`config.mk`:
```
export PLATFORM = sky130hd
export DESIGN_NAME = reg_scoreboard_ctrl
export DESIGN_NICKNAME = d
export VERILOG_FILES = /design/src/rtl/reg_scoreboard_ctrl.sv
export SDC_FILE = /design/constraint.sdc
export NUM_CORES = 1
export LEC_CHECK = 0
export ABC_CLOCK_PERIOD_IN_PS = 13700
export CORE_ASPECT_RATIO = 0.6
export CORE_MARGIN = 1
export CORE_UTILIZATION = 49
export CTS_CLUSTER_SIZE = 12
export DETAILED_ROUTE_END_ITERATION = 8
export DONT_BUFFER_PORTS = 1
export GPL_TIMING_DRIVEN = 0
export PLACE_DENSITY_LB_ADDON = 0.08
export SYNTH_ARGS = -nofsm -noshare
export SYNTH_HDL_FRONTEND = slang
export SYNTH_SLANG_ARGS = --single-unit
```
`constraint.sdc`:
```
create_clock -name clk -period 13.7 [get_ports clk]
set_clock_uncertainty 0.2 [all_clocks]
set_input_delay 1.37 -clock clk [delete_from_list [all_inputs] [get_ports clk]]
set_output_delay 1.37 -clock clk [all_outputs]
set_load 0.05 [all_outputs]
```
`src/rtl/reg_scoreboard_ctrl.sv`:
```
// reg_scoreboard_ctrl: per-register in-flight writer counts driving decode stall, bubble and squash correction.
module reg_scoreboard_ctrl #(
    parameter int NREGS = 32,
    parameter int CNT_W = 2,
    parameter bit WB_BYPASS = 1'b0,
    parameter int STALL_CNT_W = 32
) (
    input  logic                   clk,
    input  logic                   rst,
    input  logic                   id_valid_inst,
    input  logic [4:0]             id_rs1_idx,
    input  logic [4:0]             id_rs2_idx,
    input  logic                   id_uses_rs1,
    input  logic                   id_uses_rs2,
    input  logic                   id_reg_wr,
    input  logic [4:0]             id_dest_reg_idx,
    input  logic                   squash,
    input  logic                   id_ex_reg_wr,
    input  logic [4:0]             id_ex_dest_reg_idx,
    input  logic                   mem_wb_valid_inst,
    input  logic                   mem_wb_reg_wr,
    input  logic [4:0]             mem_wb_dest_reg_idx,
    output logic                   stall,
    output logic                   pc_en,
    output logic                   if_id_en,
    output logic                   id_ex_bubble,
    output logic [NREGS-1:0]       pending_mask,
    output logic                   sb_overflow,
    output logic [STALL_CNT_W-1:0] stall_cycles
);
    localparam logic [CNT_W+1:0] MAXW = (CNT_W+2)'((1 << CNT_W) - 1);
    logic [CNT_W-1:0] count [NREGS];
    logic [CNT_W-1:0] cnt_next [NREGS];
    logic [NREGS-1:0] ovf_hit;
    logic [NREGS-1:0] under_hit;
    logic [CNT_W+1:0] ext;
    logic [CNT_W+1:0] dec;
    logic retire;
    logic kill;
    logic issue;
    logic busy1;
    logic busy2;
    logic hazard;
    assign retire = mem_wb_valid_inst && mem_wb_reg_wr && mem_wb_dest_reg_idx != '0;
    assign kill = squash && id_ex_reg_wr && id_ex_dest_reg_idx != '0;
    // With write-through, a register whose last in-flight writer retires this cycle is already readable.
    assign busy1 = id_rs1_idx != '0 && count[id_rs1_idx] != '0 &&
                   !(WB_BYPASS && retire && mem_wb_dest_reg_idx == id_rs1_idx && count[id_rs1_idx] == CNT_W'(1));
    assign busy2 = id_rs2_idx != '0 && count[id_rs2_idx] != '0 &&
                   !(WB_BYPASS && retire && mem_wb_dest_reg_idx == id_rs2_idx && count[id_rs2_idx] == CNT_W'(1));
    assign hazard = id_valid_inst && ((id_uses_rs1 && busy1) || (id_uses_rs2 && busy2));
    assign stall = !rst && hazard && !squash;
    assign pc_en = !stall;
    assign if_id_en = !stall;
    assign id_ex_bubble = !rst && (stall || squash);
    assign issue = id_valid_inst && id_reg_wr && id_dest_reg_idx != '0 && !stall && !squash;
    always_comb begin
        ext = '0;
        dec = '0;
        ovf_hit = '0;
        under_hit = '0;
        pending_mask = '0;
        for (int i = 0; i < NREGS; i++) begin
            ext = {2'b00, count[i]} + {{(CNT_W+1){1'b0}}, issue && id_dest_reg_idx == 5'(i)};
            dec = {{(CNT_W+1){1'b0}}, retire && mem_wb_dest_reg_idx == 5'(i)} +
                  {{(CNT_W+1){1'b0}}, kill && id_ex_dest_reg_idx == 5'(i)};
            under_hit[i] = ext < dec;
            ovf_hit[i] = !under_hit[i] && (ext - dec > MAXW);
            cnt_next[i] = (i == 0 || under_hit[i]) ? '0 : ovf_hit[i] ? '1 : CNT_W'(ext - dec);
            pending_mask[i] = i != 0 && count[i] != '0;
        end
    end
    always_ff @(posedge clk) begin
        if (rst) begin
            count <= '{default: '0};
            sb_overflow <= 1'b0;
            stall_cycles <= '0;
        end else begin
            count <= cnt_next;
            sb_overflow <= sb_overflow || |ovf_hit;
            if (stall) stall_cycles <= stall_cycles + STALL_CNT_W'(1);
        end
    end
    // A decrement with nothing in flight means the pipeline retired or killed a writer it never issued.
    assert property (@(posedge clk) disable iff (rst) under_hit == '0);
endmodule

```
==> summary.txt <==
Status
  • Status: complete, but fails checks
  • Failing checks: design-rule violations

Synthesis
  • Yosys warns: 0
  • Primary FF master, synth: dfxtp_1
  • Yosys reg bits: 95
  • Syn_area_per_cell: 8.60 um^2
  • Synth area leader: ha_1
  • Fraction of registers with async set/reset: 0%
  • Synth cell types: 48
  • Post-Syn Area: 9270 um^2
  • Seq/Total Area, Yosys: 20.5%
  • Synth top area share: 21.1%
  • Area contributors post-synth: ha_1 21%, dfxtp_1 21%, fa_1 13%, inv_1 7.4%, a211oi_1 5.1%
  • Post-synth EDFFs: 0
  • Post-synth top cells: 183 x inv_1, 156 x ha_1, 122 x nor2_1
  • Synth Net Count: 1,330
  • Synthesized instance count: 1,077
  • Count leader, synth: inv_1

Clocking
  • Hold-fix buffers, CTS: 0
  • H-tree Lvls: 3
  • Clock latency on the worst-skew pair: 0.37 ns
  • Max Buffers Root-to-Sink: 2
  • Post-CTS Resized: 0
  • Clock sinks: 95
  • CTS tree: built
  • CTS buffer count: 9
  • Post-CTS setup repair buffer count: 0
  • Clk slew on worst S/H paths: 0.08 ns
  • Clk root buf: clkbuf_16

Die
  • Full die area: 19,500 um^2
  • I/O pins: 104
  • Die width: 180 um
  • Die height: 109 um
  • FP Rows: 38
  • Placeable core area: 18,300 um^2
  • Initial Utilization: 50.6%

Timing
  • # setup viols final: 0
  • Min Hold Slack: 0.548 ns
  • Final slew viol count: 0
  • Fmax: 163 MHz
  • Period utilization: 44.8%
  • Tmin final: 6.14 ns
  • Fin. Hold Viols: 0
  • Worst slew pin tran: 1.02 ns
  • Slew HR: 31.9%
  • Fin Setup TNS: 0 ns
  • RSZ-0062 raised after global routing: false

Route
  • Total wire length: 27,400 um
  • DR pass1 iterations: 7
  • DR WL/cell: 20.6 um
  • DRT antenna net count: 0
  • Initial drt markers: 820
  • # DRC: 6
  • Vias per cell: 5.90
  • Via count of the routed design: 7,860

Critical path
  • CP Capture Type: flop
  • CP startpoint: id_rs1_idx[2]
  • Reg2Reg Setup Slack: 7.98 ns
  • Critical path arrival: 6.18 ns
  • Startpoint Class: input pin
  • Critical Path RT: 13.74 ns
  • CP Max Fanout: 10
  • Terminus of the critical flop-to-flop path: sb_overflow
  • Setup CP Type: input pin to flop
  • Reg2reg start: count[1]
  • R2R depth: 20
  • Worst Setup EP: sb_overflow

Layout
  • Layout filler cell count: 1,719
  • Area growth syn-to-layout: 7.02%
  • N_diodes: 0
  • Multi-input logic area: 6520 um^2
  • Share of layout cells above drive strength 1: 5.58%
  • Final nets: 1,341
  • Post-route cell area: 9920 um^2
  • Reg area: 1900 um^2

Global routing
  • Vias in the first global route: 7,181
  • Gr ovfl total: 0
  • Initial antenna violation count: 0
  • Largest net degree at the start of global routing: 18
  • First-pass GRT wire length: 42,100 um
  • Gr usage total: 28.9%

Pwr
  • Leakage: 4.11 nW
  • Final Power: 0.00110 W
  • PwrDens: 111 nW/um^2
  • Maximum vdd drop: 0.0623 mV

Place
  • Routability cong.: 0.941
  • Final HPWL DP: 22,500 um
  • Area after DPL: 9570 um^2
  • IO Port Bufs: 0

Run
  • Max-cap viol count: 0

Min path
  • Hold WC Path Type: flop to flop
  • Hold depth: 2
-- layer usage --
metal	global-route usage [%]	vias up	share of wire, %
met5	0	-	0
met4	6.77	0	1.4
met3	8.96	33	10
met2	36.5	330	37
met1	45.5	3702	51
li1	-	3795	-
-- cells by family after synthesis --
family | count (synthesis) | share of synthesized area [%]
simple gates | 335 | 18.5
flops | 95 | 20.5
compound gates | 196 | 14.8
mux | 11 | 2.43
fa+ha+maj | 218 | 34.5
other cells | 1 | 0.0405
buf+inv | 221 | 9.16
-- worst min path at each step --
| stage | to | from |
|---|---|---|
| after detailed placement | stall_cycles[31] | stall_cycles[31] |
| final | stall_cycles[31] | stall_cycles[31] |
| after global routing | stall_cycles[25] | stall_cycles[25] |
| after CTS | stall_cycles[31] | stall_cycles[31] |
| after floorplan | stall_cycles[31] | stall_cycles[31] |
| after global placement | stall_cycles[31] | stall_cycles[31] |
-- per-stage QoR --
stage | worst slack, ns | instances | util (%)
4_1_cts | 7.70 | 1333 | 54.2
2_1_floorplan | 8.30 | 1077 | -
6_report | 7.56 | 1333 | 54.2
3_3_place_gp | 7.30 | 1317 | 52.3
5_1_grt | 7.26 | 1333 | 54.2
3_5_place_dp | 7.31 | 1317 | 52.3
-- flip-flops by register name, summed over array words and instances, names as in the netlist --
name,flops
count,62
stall_cycles,32
sb_overflow,1
-- area by class of cell --
type	instances	area share (%)
sequential	95	19.2
multi-input combinational	761	65.7
clock buffer	9	2.27
inverter	183	6.93
buffer	38	1.63
tap	240	3.03
clock inverter	7	1.26
-- where the power goes --
part	total (W)	switching [W]	internal (W)
sequential	0.000347	0.0000343	0.000313
clock	0.000310	0.000129	0.000181
combinational	0.000442	0.000312	0.000129
total	0.00110	0.000475	0.000623
-- critical path, cell delays in order --
cell      delay [ns]
clkbuf_1        0.48
mux4_2          0.35
nor3b_1         0.05
nor4_1          0.40
o221a_2         0.38
buf_2           0.27
buf_2           0.28
nand3b_2        0.32
nor2_1          0.27
ha_1            0.21
ha_1            0.13
inv_1           0.05
fa_1            0.42
ha_1            0.27
and2_1          0.16
o22ai_1         0.09
nor2_1          0.36
nand4_1         0.15
nor2_1          0.13
nor2_1          0.04
-- placed cells by master, fill, tap and decap left out, types with 7 or more instances in the layout --
master     Yosys  final
fa_1          62     62
a211oi_1      63     63
nor2_1       122    122
nand2b_1       9      9
o31ai_1       60     60
ha_1         156    156
mux4_2         9      9
inv_1        183    183
dfxtp_1       95     95
nor2b_1       10     10
nor2_2         7      7
and2_1        33     33
a21oi_1       35     35
nor3_1        20     20
o22ai_1       15     15
or4_1         26     26
nand4_1        9      9
nand2_1       32     32
buf_2          9      9
clkbuf_1      26     26
clkbuf_16      0      9
and3_1         9      9
or2_2         10     10
nor3b_1        8      8
nand3_1       25     25
(Power assumes the default switching activity.)
